File: src/rtl/dip_game_pkg.sv
`default_nettype none
// ============================================================================
// Module      : dip_game_pkg
// Description : Shared encodings for the game-side display path.
// Revision    : 1.0 - initial release
// ============================================================================
package dip_game_pkg;

    localparam int DISP_W = 8;

    typedef enum logic [1:0] {
        ARB_IDLE      = 2'd0,
        ARB_TRIGGER   = 2'd1,
        ARB_WAIT_DONE = 2'd2,
        ARB_RELEASE   = 2'd3
    } arb_state_t;

endpackage : dip_game_pkg
`default_nettype wire

File: src/rtl/rr_priority_picker.sv
`default_nettype none
// ============================================================================
// Module      : rr_priority_picker
// Description : Combinational round-robin picker; first set request at or
//               after rr_ptr, wrapping modulo N.
// Revision    : 1.0 - initial release
// ============================================================================
module rr_priority_picker #(
    parameter int N     = 3,
    parameter int IDX_W = (N > 1) ? $clog2(N) : 1
) (
    input  logic [N-1:0]     req,
    input  logic [IDX_W-1:0] rr_ptr,
    output logic [IDX_W-1:0] winner,
    output logic             valid
);

    always_comb begin
        int w_idx;
        w_idx  = 0;
        winner = '0;
        valid  = 1'b0;
        // Walk from the farthest offset back to rr_ptr so the closest hit wins.
        for (int k = N - 1; k >= 0; k--) begin
            w_idx = int'(rr_ptr) + k;
            if (w_idx >= N) begin
                w_idx = w_idx - N;
            end
            if (req[w_idx]) begin
                winner = IDX_W'(w_idx);
                valid  = 1'b1;
            end
        end
    end

endmodule : rr_priority_picker
`default_nettype wire

File: src/rtl/display_arbiter.sv
`default_nettype none
// ============================================================================
// Module      : display_arbiter
// Description : Round-robin arbiter sharing one seven-segment display
//               controller between NUM_REQ requesters, with a watchdog.
// Revision    : 1.0 - initial release
// ============================================================================
module display_arbiter
    import dip_game_pkg::*;
#(
    parameter int NUM_REQ = 3,
    parameter int TIMEOUT = 255
) (
    input  logic                        clk,
    input  logic                        rst,
    input  logic [NUM_REQ-1:0]          req,
    input  logic [DISP_W*NUM_REQ-1:0]   req_value,
    output logic [NUM_REQ-1:0]          grant,
    output logic [NUM_REQ-1:0]          done,
    output logic                        timeout,
    output logic                        busy,
    output logic                        disp_trigger,
    output logic [DISP_W-1:0]           disp_value,
    input  logic                        disp_done
);

    localparam int IDX_W = (NUM_REQ > 1) ? $clog2(NUM_REQ) : 1;
    localparam int WD_W  = $clog2(TIMEOUT + 1);
    localparam logic [WD_W-1:0]  c_WD_LIMIT = WD_W'(TIMEOUT - 1);
    localparam logic [IDX_W-1:0] c_LAST_IDX = IDX_W'(NUM_REQ - 1);

    arb_state_t             r_state,   w_state;
    logic [IDX_W-1:0]       r_rr_ptr,  w_rr_ptr;
    logic [IDX_W-1:0]       r_winner,  w_winner;
    logic [WD_W-1:0]        r_wd,      w_wd;
    logic [NUM_REQ-1:0]     r_grant,   w_grant;
    logic [NUM_REQ-1:0]     r_done,    w_done;
    logic                   r_timeout, w_timeout;
    logic                   r_busy,    w_busy;
    logic                   r_trigger, w_trigger;
    logic [DISP_W-1:0]      r_value,   w_value;

    logic [IDX_W-1:0]       w_pick_idx;
    logic                   w_pick_valid;

    rr_priority_picker #(
        .N     (NUM_REQ),
        .IDX_W (IDX_W)
    ) u_picker (
        .req    (req),
        .rr_ptr (r_rr_ptr),
        .winner (w_pick_idx),
        .valid  (w_pick_valid)
    );

    always_ff @(posedge clk) begin
        if (rst) begin
            r_state   <= ARB_IDLE;
            r_rr_ptr  <= '0;
            r_winner  <= '0;
            r_wd      <= '0;
            r_grant   <= '0;
            r_done    <= '0;
            r_timeout <= 1'b0;
            r_busy    <= 1'b0;
            r_trigger <= 1'b0;
            r_value   <= '0;
        end else begin
            r_state   <= w_state;
            r_rr_ptr  <= w_rr_ptr;
            r_winner  <= w_winner;
            r_wd      <= w_wd;
            r_grant   <= w_grant;
            r_done    <= w_done;
            r_timeout <= w_timeout;
            r_busy    <= w_busy;
            r_trigger <= w_trigger;
            r_value   <= w_value;
        end
    end

    always_comb begin
        w_state   = r_state;
        w_rr_ptr  = r_rr_ptr;
        w_winner  = r_winner;
        w_wd      = r_wd;
        w_grant   = r_grant;
        w_done    = r_done;
        w_timeout = r_timeout;
        w_busy    = r_busy;
        w_trigger = r_trigger;
        w_value   = r_value;

        case (r_state)
            ARB_IDLE: begin
                if (w_pick_valid) begin
                    w_winner             = w_pick_idx;
                    w_grant              = '0;
                    w_grant[w_pick_idx]  = 1'b1;
                    w_value              = req_value[w_pick_idx*DISP_W +: DISP_W];
                    w_trigger            = 1'b1;
                    w_busy               = 1'b1;
                    w_state              = ARB_TRIGGER;
                end
            end

            ARB_TRIGGER: begin
                w_trigger = 1'b0;
                w_wd      = '0;
                w_state   = ARB_WAIT_DONE;
            end

            ARB_WAIT_DONE: begin
                // A completion on the limit cycle is a normal finish, not a timeout.
                if (disp_done) begin
                    w_done           = '0;
                    w_done[r_winner] = 1'b1;
                    w_state          = ARB_RELEASE;
                end else if (r_wd == c_WD_LIMIT) begin
                    w_done           = '0;
                    w_done[r_winner] = 1'b1;
                    w_timeout        = 1'b1;
                    w_state          = ARB_RELEASE;
                end else begin
                    w_wd = r_wd + 1'b1;
                end
            end

            ARB_RELEASE: begin
                w_done    = '0;
                w_timeout = 1'b0;
                w_grant   = '0;
                w_busy    = 1'b0;
                w_rr_ptr  = (r_winner == c_LAST_IDX) ? '0 : r_winner + 1'b1;
                w_state   = ARB_IDLE;
            end

            default: begin
                w_state = ARB_IDLE;
            end
        endcase
    end

    assign grant        = r_grant;
    assign done         = r_done;
    assign timeout      = r_timeout;
    assign busy         = r_busy;
    assign disp_trigger = r_trigger;
    assign disp_value   = r_value;

endmodule : display_arbiter
`default_nettype wire

File: config.mk
export PLATFORM = sky130hd
export DESIGN_NAME = display_arbiter
export DESIGN_NICKNAME = d
export VERILOG_FILES = /design/src/rtl/dip_game_pkg.sv /design/src/rtl/rr_priority_picker.sv /design/src/rtl/display_arbiter.sv
export SDC_FILE = /design/constraint.sdc
export NUM_CORES = 1
export LEC_CHECK = 0
export CAP_MARGIN = 20
export CORE_AREA = 2 2 81 60
export CTS_CLUSTER_SIZE = 25
export DETAILED_ROUTE_END_ITERATION = 10
export DIE_AREA = 0 0 83 62
export PLACE_DENSITY = 0.72
export SLEW_MARGIN = 10
export SYNTH_ARGS = -nofsm -noshare
export SYNTH_HDL_FRONTEND = slang
export SYNTH_SLANG_ARGS = --single-unit
File: constraint.sdc
create_clock -name clk -period 5.9 [get_ports clk]
set_clock_uncertainty 0.1 [all_clocks]
set_input_delay 1.475 -clock clk [delete_from_list [all_inputs] [get_ports clk]]
set_output_delay 1.475 -clock clk [all_outputs]
set_load 0.01 [all_outputs]
==> impl_results.md, run 1 <==
* Final design instance area without fill at 2480 um^2
* Fraction of final layout cells with drive strength greater than 1 at 8.679%
* Power density normalized to cell area at 347.0 nW/um^2
* Iter 0 DRT Violations at 92
* Total Neg Setup Slack at 0 ps
* Die W at 83 um
* Syn nets at 261
* CTS buffer count at 5
* Root cell of the clock tree: clkbuf_8
* Placed cell areas at 2391 um^2
* Final-report setup violation count at 0
* Cell breakdown of the critical path: clkdlybuf4s50_1, mux2i_1, o22ai_1, o31ai_2, buf_4, a211o_1, o31ai_1
* Die Outline Area at 5146 um^2
* Critical path peak fanout at 16
* Number of setup buffers added after CTS at 0
* Total GRT Usage at 17.63%
* CTS tree: yes
* Number of stages on the worst setup path at 7
* Die height at 62 um
* Number of max-slew violations in the final report at 0
* First-pass GRT wire length at 7093 um
* CTS H-tree lvls at 2
* Internal power summed over all cells at 544.2 uW
* Final Worst Setup Slack at 2579 ps
* Status: complete, no violations
* Worst R2R Path Depth at 8
* Area growth from synthesis to layout at 29.71%
* Post-route non-filler standard cell count at 322
* Hold-critical path depth at 1
* Clk pwr share at 18.7%
* Number of top-level pins at 47
* Total number of vias at 1718
* Data required time of the worst path at 5970 ps
* Arrival @ worst endpoint at 3390 ps
* Hold Path Class: flip-flop to flip-flop
* DRT Pass-1 Iters at 4
* Post-Route WL at 4286 um
* Pin slew with the least headroom to its limit at 566.9 ps
* Number of nets still failing antenna checks after routing at 0
* Core outline area at 4493 um^2
* Achievable Freq at 301.1 MHz
* Part of the total power dissipated in combinational logic at 47.5%
* Seq pwr share at 33.8%
* Hold Fails Final Rpt at 0
* Critical path start-end classification: input pin to flip-flop
* Worst Min Path Start: busy
* Average routed wire per standard cell at 13.31 um
* Final global-route overflow total at 0
* Worst-case vdd ir drop at 0.1627 mV
* Quantity of hold-fixing buffers added after cts at 0
* Sum of net half-perimeters after detailed placement at 3033 um
* Switching fraction of total power at 36.76%
* Type of element launching the critical path: input pin
* Proportion of synthesized chip area in sequential cells at 32.46%
* Gates resized, CTS repair at 0
* Net count, final at 304
* DRC violation count after routing at 0
* Instance count of the mapped netlist at 221
* Mean area per synthesized cell at 8.651 um^2
* Later-pin clock latency in the skew report at 280 ps
* Antenna violations before repair at 0
* Number of global-route vias before repair at 1593
* Post-Synthesis Cell Area at 1912 um^2
* Antenna Cells at 0
* Placer's final routability congestion estimate at 0.8285
* EDFF count, synth at 0
* Static leakage at 0.0009288 uW
* Initial Utilization at 42.55%
* Number of rows in the core area at 21
* Leading register cell type out of synthesis: dfxtp_1
* Unrepaired setup endpoints after global routing: false
* DP Worst Slack at 2004 ps
* Time the worst path needs with I/O delays and setup at 3321 ps
* Total of warnings raised by yosys at 0
* Proportion of register bits with asynchronous set or reset after synthesis at 0%
* CTS sink count at 31
* Number of instances in the placed design at 313
* Crit path capture type: flip-flop
* Via density per instance at 5.335
* CTS Buffer Depth at 2
* Unique cell type count in the Yosys netlist at 51
* Cell with the largest stage delay on the worst path: clkdlybuf4s50_1
* Synth Register Bits at 31
* Total of buffers placed on input and output ports at 46
* Worst r2r src: r_rr_ptr[1]
* Post-CTS clock slew at the launch and capture registers of the worst setup and hold paths at 60 ps
* # Max-Cap Violations at 0
* Sw Pwr at 316.4 uW
* Count of buffering cells on the critical path with inverters included at 2
* Tcrit/Tclk final at 56.29%
* Largest net degree at the start of global routing at 35
* Kind of cell adding the most delay to the critical path: buffers and inverters
* Largest stage delay on the critical path at 530 ps
* Slew margin rel. at 61.98%
* Crit path from: req[0]
## routing by layer
layer  track usage [%]  routed length, um
met3             6.209                229
met4             7.026                 55
met2             28.00               1790
met5                 0                  0
met1             22.53               2210
## flip-flops by register name, indices dropped and copies added, names as in the netlist
| register | count |
|---|---|
| disp_value | 8 |
| r_wd | 8 |
| done | 3 |
| grant | 3 |
| r_rr_ptr | 2 |
| r_state | 2 |
| r_winner | 2 |
| busy | 1 |
| disp_trigger | 1 |
| timeout | 1 |
## power by group through the flow
stage	logic, uW	registers [uW]	clock network (uW)
4_1_cts	409	291	166
2_1_floorplan	251	307	0
3_5_place_dp	406	295	0
3_3_place_gp	401	295	0
5_1_grt	450	297	173
6_report	409	291	161
## Yosys cell counts (2+ instances only)
cell type | number | area, um^2
nand4_1 | 2 | 12.51
ha_1 | 10 | 125.1
nand3b_1 | 9 | 67.56
o2111ai_1 | 2 | 17.52
nor3_1 | 10 | 50.05
nand2b_1 | 5 | 31.28
a221oi_1 | 2 | 17.52
a2bb2oi_1 | 2 | 17.52
o21a_1 | 3 | 22.52
nor2b_1 | 6 | 37.54
xor2_1 | 2 | 17.52
dfxtp_1 | 31 | 620.6
a31oi_1 | 5 | 31.28
a22o_2 | 3 | 30.03
a21oi_1 | 6 | 30.03
nand3_1 | 2 | 10.01
mux2i_1 | 6 | 60.06
nor3b_1 | 8 | 60.06
inv_1 | 17 | 63.81
o21ai_0 | 2 | 10.01
or2_2 | 2 | 12.51
buf_4 | 2 | 15.01
o31ai_1 | 8 | 60.06
and3_1 | 2 | 12.51
o21ai_2 | 2 | 17.52
xnor2_1 | 3 | 26.28
o22ai_1 | 2 | 12.51
nor2_1 | 21 | 78.83
a21o_1 | 2 | 15.01
a211o_1 | 8 | 70.07
nand2_1 | 6 | 22.52
clkbuf_1 | 5 | 18.77
a2111oi_0 | 2 | 17.52
buf_2 | 6 | 30.03
## kinds of logic (layout without fill, tap and decap cells)
kind of cell / count (synthesis) / after routing / share of synthesized area (%)
mux: 7 / 7 / 4.319
flops: 31 / 31 / 32.46
simple gates: 78 / 78 / 23.04
xor+xnor: 5 / 5 / 2.291
buf+inv: 31 / 75 / 7.264
compound gates: 59 / 59 / 24.09
fa+ha+maj: 10 / 10 / 6.545
## worst reg2reg max path: cells and delay by family (launching register included)
family          cells  cell delay (ps)
compound gates      4              840
buf+inv             2              380
fa+ha+maj           1              380
flops               1              340
mux                 1              320
## cell type report
class / count / area (um^2)
fillers: 418 / 2013
multi-input cells: 159 / 1152
flip-flops and latches: 31 / 620.6
repair buffers: 50 / 490.5
clock buffers: 7 / 76.32
well taps: 57 / 71.32
inverters: 17 / 63.81
clock inverters: 1 / 5.005
## path summary, 6_finish.rpt
kind	endpoint	slack, ps
min	busy	360
min reg2reg	busy	360
max reg2reg	disp_value[0]	3430
max	disp_value[0]	2580
## cell usage in the layout, fill, tap and decap left out, drive strengths merged, types with 2 or more instances in the layout
cell type,Yosys,routed
a31oi,5,5
ha,10,10
o21ai,5,5
a21oi,8,8
nand3b,9,9
nor3b,8,8
o21a,3,3
or2,2,2
clkbuf,5,7
clkdlybuf4s50,0,46
dfxtp,31,31
a21o,2,2
nand3,2,2
a211o,8,8
o22ai,2,2
o31ai,9,9
nand2,6,6
mux2i,7,7
nand2b,5,5
o2111ai,2,2
xor2,2,2
a2bb2oi,2,2
a221oi,2,2
nor3,10,10
a2111oi,2,2
nor2,21,21
nand4,2,2
nor2b,6,6
and3,2,2
a22o,3,3
buf,9,4
inv,17,17
xnor2,3,3
## per-stage QoR
step	utilization (%)	hold WS, ps	power [uW]
after floorplan	-	357.7	558.3
after global placement	53.22	352.4	695.9
after CTS	55.03	362.6	865.9
after detailed placement	53.22	339.6	701.0
after global routing	55.19	398.0	920.6
final	55.19	359.0	860.6
Note: power is estimated with default switching activity, not from simulation.
==> inputs of run 2 (changes only) <==
- clock period: 5.9 -> 3.19 ns (I/O delays scaled with it)
==> impl_results.md, run 2 (synthesized netlist as in run 1, its figures left out) <==
* Status: complete, no violations (unchanged)
* CTS sink count at 31 (unchanged)
* Largest net degree at the start of global routing at 28 (was 35)
* Number of max-slew violations in the final report at 0 (unchanged)
* Iter 0 DRT Violations at 65 (was 92)
* Data required time of the worst path at 3270 ps (was 5970 ps)
* Overall power of the completed layout at 1610 uW (was 860.6 uW)
* Post-Route WL at 4317 um (was 4286 um)
* Static leakage at 0.0009384 uW (was 0.0009288 uW)
* Number of nets still failing antenna checks after routing at 0 (unchanged)
* Sum of net half-perimeters after detailed placement at 3125 um (was 3033 um)
* Final global-route overflow total at 0 (unchanged)
* Average routed wire per standard cell at 13.32 um (was 13.31 um)
* # Max-Cap Violations at 0 (unchanged)
* Endpoint, Worst Hold: disp_trigger (was busy)
* CTS H-tree lvls at 2 (unchanged)
* Core outline area at 4493 um^2 (unchanged)
* Number of global-route vias before repair at 1472 (was 1593)
* Tcrit/Tclk final at 82.49%
* Type of element launching the critical path: input pin (unchanged)
* Post-CTS clock slew at the launch and capture registers of the worst setup and hold paths at 60 ps (about the same)
* Post-route non-filler standard cell count at 324 (was 322)
* Slew margin rel. at 58.09% (was 61.98%)
* Final Worst Setup Slack at 558.6 ps (was 2579 ps)
* Worst-case vdd ir drop at 0.3649 mV (was 0.1627 mV)
* Number of top-level pins at 47 (unchanged)
* Filler cells at 420 (was 418)
* Total GRT Usage at 17.38% (was 17.63%)
* Area taken by multi-input logic gates at 1152 um^2 (unchanged)
* Die height at 62 um (unchanged)
* Hold Fails Final Rpt at 0 (unchanged)
* Critical R2R Capture: grant[2] (was disp_value[0])
* Fraction of final layout cells with drive strength greater than 1 at 9.363% (was 8.679%)
* Unrepaired setup endpoints after global routing: false (unchanged)
* Arrival @ worst endpoint at 2710 ps (was 3390 ps)
* Critical path peak fanout at 8 (was 16)
* Commonest cells after routing, fill and taps aside: clkdlybuf4s50_1 (46), dfxtp_1 (31), nor2_1 (21) (unchanged)
* Sequential cell area at 620.6 um^2 (unchanged)
* Via density per instance at 5.299 (was 5.335)
* Total number of vias at 1717 (was 1718)
* Crit path capture type: flip-flop (unchanged)
* Root cell of the clock tree: clkbuf_8 (unchanged)
* DRC violation count after routing at 0 (unchanged)
* Number of setup buffers added after CTS at 0 (unchanged)
* Hold Path Class: flip-flop to flip-flop (unchanged)
* Later-pin clock latency in the skew report at 290 ps (was 280 ps)
* Final-report setup violation count at 0 (unchanged)
* Number of rows in the core area at 21 (unchanged)
* Worst R2R Path Depth at 8 (unchanged)
* Die Outline Area at 5146 um^2 (unchanged)
* Power density normalized to cell area at 645.3 nW/um^2 (was 347.0 nW/um^2)
* DRT Pass-1 Iters at 4 (unchanged)
* Die W at 83 um (unchanged)
* Number of instances in the placed design at 316 (was 313)
* Time the worst path needs with I/O delays and setup at 2631 ps
* Quantity of hold-fixing buffers added after cts at 0 (unchanged)
* CTS buffer count at 5 (unchanged)
* Total of buffers placed on input and output ports at 46 (unchanged)
* Achievable Freq at 380.0 MHz
* Most common cell after layout, fill and taps aside: clkdlybuf4s50_1 (unchanged)
* First-pass GRT wire length at 6996 um (was 7093 um)
* Net count, final at 306 (was 304)
* Worst Min Path Start: disp_trigger (was busy)
* Pin slew with the least headroom to its limit at 626.7 ps (was 566.9 ps)
* Critical path start-end classification: input pin to flip-flop (unchanged)
* Gates resized, CTS repair at 0 (unchanged)
* Area growth from synthesis to layout at 30.50% (was 29.71%)
* Initial Utilization at 42.55% (unchanged)
* Hold-critical path depth at 2 (was 1)
* Worst r2r src: r_rr_ptr[1] (unchanged)
* CTS Buffer Depth at 2 (unchanged)
* CTS tree: yes (unchanged)
* Placer's final routability congestion estimate at 0.8063 (was 0.8285)
* Antenna violations before repair at 0 (unchanged)
* Slack of the worst reg-to-reg path at 710 ps (was 3430 ps)
* Antenna Cells at 0 (unchanged)
* Total Neg Setup Slack at 0 ps (unchanged)
* DP Worst Slack at 299.7 ps (was 2004 ps)
run 2: changes by cell type in the layout (fill, tap and decap cells not counted), sizes merged:
cell	change
buf	+2
run 2: per-layer routing:
layer	up-vias	wire (um)	share of wire (%)	global-route usage [%]
met4	0	66	1.5	6.323
li1	892	-	-	-
met5	-	0	0	0
met2	45	1608	37	24.19
met1	774	2372	55	24.24
met3	6	270	6.3	7.001
run 2: worst max path at each step:
| stage | slack, ps | from | cells past startpoint | end |
|---|---|---|---|---|
| after floorplan | 1080 | r_rr_ptr[0] | 8 | grant[0] |
| after global placement | 360 | req[0] | 7 | grant[2] |
| after detailed placement | 300 | req[2] | 7 | grant[2] |
| after CTS | 590 | req[2] | 7 | grant[2] |
| after global routing | 470 | req[2] | 7 | grant[2] |
| final | 560 | req[2] | 7 | grant[2] |
run 2: critical path, stage by stage:
cell,delay [ps]
clkdlybuf4s50_1,530
mux2i_4,210
o21ai_2,100
o31ai_2,490
buf_4,250
nor3_1,70
a22o_2,260
run 2: cell type report:
cell class / instances / area share, %
clock buffer: 7 / 3.059
sequential: 31 / 24.87
tap: 57 / 2.859
timing repair buffer: 52 / 20.26
clock inverter: 1 / 0.2006
multi-input combinational: 159 / 46.19
inverter: 17 / 2.558
run 2: stage by stage:
stage	hold slack (ps)	util, %	area [um^2]
global route	401.9	55.53	2495
CTS	381.3	55.53	2495
floorplan	357.7	-	1912
finish	379.0	55.53	2495
detailed placement	366.2	53.72	2414
global placement	369.3	53.72	2414
run 2: report_power, final:
part,internal [uW],switching (uW),total (uW)
Combinational,386,386,772
Clock,153,145,298
Sequential,480,60.2,540
Total,1020,591,1610
==> inputs of run 3 (changes only) <==
- CORE_AREA: 2 2 81 60 -> 2 2 82 61
- DIE_AREA: 0 0 83 62 -> 0 0 84 63
- PLACE_DENSITY: 0.72 -> 0.73
- clock period: 3.19 -> 2.4 ns (I/O delays scaled with it)
==> impl_results.md, run 3 (synthesized netlist as in run 1, its figures left out) <==
* Hold Path Class: flip-flop to flip-flop (unchanged)
* DRC violation count after routing at 0 (unchanged)
* Average routed wire per standard cell at 13.30 um (was 13.32 um)
* Power density normalized to cell area at 855.0 nW/um^2 (was 645.3 nW/um^2)
* Sum of net half-perimeters after detailed placement at 3421 um (was 3125 um)
* Total number of vias at 1800 (was 1717)
* Initial Utilization at 42.06% (was 42.55%)
* Area taken by multi-input logic gates at 1174 um^2 (was 1152 um^2)
* Data required time of the worst path at 2490 ps (was 3270 ps)
* Sw Pwr at 826.7 uW (was 591.4 uW)
* Via density per instance at 5.279 (was 5.299)
* Placer's final routability congestion estimate at 0.8328 (was 0.8063)
* Slack of the worst reg-to-reg path at 160 ps (was 710 ps)
* Post-route non-filler standard cell count at 341 (was 324)
* Number of instances in the placed design at 333 (was 316)
* Hold-critical path depth at 2 (unchanged)
* Static leakage at 0.001040 uW (was 0.0009384 uW)
* Part of the total power dissipated in combinational logic at 50.8% (was 47.9%)
* Final global-route overflow total at 0 (unchanged)
* Die height at 63 um (was 62 um)
* Number of setup buffers added after CTS at 0 (unchanged)
* CTS buffer count at 5 (unchanged)
* Worst R2R Path Depth at 7 (was 8)
* Critical path peak fanout at 14 (was 8)
* Fraction of final layout cells with drive strength greater than 1 at 16.20% (was 9.363%)
* First-pass GRT wire length at 7741 um (was 6996 um)
* Antenna violations before repair at 0 (unchanged)
* Type of element launching the critical path: input pin (unchanged)
* Antenna Cells at 0 (unchanged)
* Number of top-level pins at 47 (unchanged)
* Net count, final at 323 (was 306)
* Unrepaired setup endpoints after global routing: true (was false)
* Achievable Freq at 436.6 MHz
* Worst-case vdd ir drop at 0.3613 mV (was 0.3649 mV)
* Cell with the largest stage delay on the worst path: clkdlybuf4s50_1 (unchanged)
* Internal power summed over all cells at 1460 uW (was 1019 uW)
* Slew margin rel. at 70.24% (was 58.09%)
* Core outline area at 4546 um^2 (was 4493 um^2)
* Total of buffers placed on input and output ports at 46 (unchanged)
* Final-report setup violation count at 0 (unchanged)
* Number of rows in the core area at 21 (unchanged)
* Die Outline Area at 5292 um^2 (was 5146 um^2)
* Largest net degree at the start of global routing at 22 (was 28)
* CTS sink count at 31 (unchanged)
* Area growth from synthesis to layout at 39.92% (was 30.50%)
* Die W at 84 um (was 83 um)
* Switching fraction of total power at 36.15% (was 36.73%)
* Later-pin clock latency in the skew report at 290 ps (about the same)
* Critical path start-end classification: input pin to flip-flop (unchanged)
* Time the worst path needs with I/O delays and setup at 2291 ps
* Root cell of the clock tree: clkbuf_8 (unchanged)
* Pin slew with the least headroom to its limit at 435.1 ps (was 626.7 ps)
* Number of global-route vias before repair at 1700 (was 1472)
* Cell breakdown of the critical path: clkdlybuf4s50_1, a21boi_1, o31ai_2, buf_4, buf_12, a211o_1, o31ai_1 (was clkdlybuf4s50_1, mux2i_4, o21ai_2, o31ai_2, buf_4, nor3_1, a22o_2)
* Hold Fails Final Rpt at 0 (unchanged)
* Sequential cell area at 620.6 um^2 (unchanged)
* Status: complete, no violations (unchanged)
* DRT Pass-1 Iters at 4 (unchanged)
* Post-CTS clock slew at the launch and capture registers of the worst setup and hold paths at 60 ps (about the same)
* Overall power of the completed layout at 2287 uW (was 1610 uW)
* Total GRT Usage at 18.05% (was 17.38%)
* CTS Buffer Depth at 2 (unchanged)
* Post-Route WL at 4534 um (was 4317 um)
* Count of buffering cells on the critical path with inverters included at 3 (was 2)
* Number of stages on the worst setup path at 7 (unchanged)
* Filler cells at 424 (was 420)
* # Max-Cap Violations at 0 (unchanged)
* Number of max-slew violations in the final report at 0 (unchanged)
* Number of nets still failing antenna checks after routing at 0 (unchanged)
* CTS tree: yes (unchanged)
* Iter 0 DRT Violations at 56 (was 65)
* Arrival @ worst endpoint at 2390 ps (was 2710 ps)
* Clk pwr share at 17.8% (was 18.5%)
* CTS H-tree lvls at 2 (unchanged)
* Most common cell after layout, fill and taps aside: clkdlybuf4s50_1 (unchanged)
* Largest stage delay on the critical path at 590 ps (was 530 ps)
* Seq pwr share at 31.4% (was 33.5%)
* Tcrit/Tclk final at 95.44%
* Commonest cells after routing, fill and taps aside: clkdlybuf4s50_1 (45), dfxtp_1 (31), nor2_1 (21), buf_4 (21), inv_1 (17) (was clkdlybuf4s50_1 (46), dfxtp_1 (31), nor2_1 (21))
* Kind of cell adding the most delay to the critical path: buffers and inverters (was compound AO/OA/AOI/OAI gates)
* Crit path capture type: flip-flop (unchanged)
## run 3: cell count changes in the layout (fill, tap and decap cells not counted), sizes merged
cell           change
clkinvlp           +1
dlymetal6s2s       +1
buf               +17
clkbuf             -1
clkdlybuf4s50      -1
## run 3: worst register-to-register path: cells and delay by family (launching register included)
family	cells	cell delay (ps)
compound gates	3	480
fa+ha+maj	1	290
buf+inv	1	80
flops	1	370
mux	1	280
simple gates	1	590
## run 3: power by group through the flow
stage               Sequential (uW)  Combinational [uW]  Clock, uW
floorplan                       756                 617          0
global placement                730                1120          0
detailed placement              728                1140          0
CTS                             718                1150        421
global route                    733                1270        447
finish                          718                1160        408
## run 3: worst paths after layout
check,from,to
max,req[2],disp_value[4]
min,done[2],done[2]
max reg2reg,r_rr_ptr[1],grant[1]
min reg2reg,done[2],done[2]
## run 3: metrics by stage
stage               worst slack, ps  TNS, ps  cell area, um^2  hold slack, ps  util, %
floorplan                     289.8        0             1912           357.7        -
global placement             -166.7    -2118             2566           369.8    56.45
detailed placement           -219.9    -2478             2566           357.0    56.45
CTS                           56.24        0             2651           382.8    58.33
global route                 -22.28   -34.31             2675           408.6    58.85
finish                        109.5        0             2675           379.6    58.85
## run 3: cell type report
type | instances | share of cell area (%)
clock buffer | 6 | 2.713
clock inverter | 2 | 0.4677
inverter | 17 | 2.385
multi-input combinational | 159 | 43.87
sequential | 31 | 23.20
tap | 57 | 2.666
timing repair buffer | 69 | 24.70
## run 3: per-layer routing
metal  track usage [%]  up-vias  routed length (um)
met2             26.00       41                1889
met4             5.040        0                  46
met5                 0        -                   0
met3             6.077        5                 214
met1             25.59      829                2384
li1                  -      925                   -
## run 3: repair_timing
action                                 CTS  global route
setup endpoints to repair                0            15
hold buffers                             0             0
resized for setup                        0             5
endpoints found under the hold margin    0             0
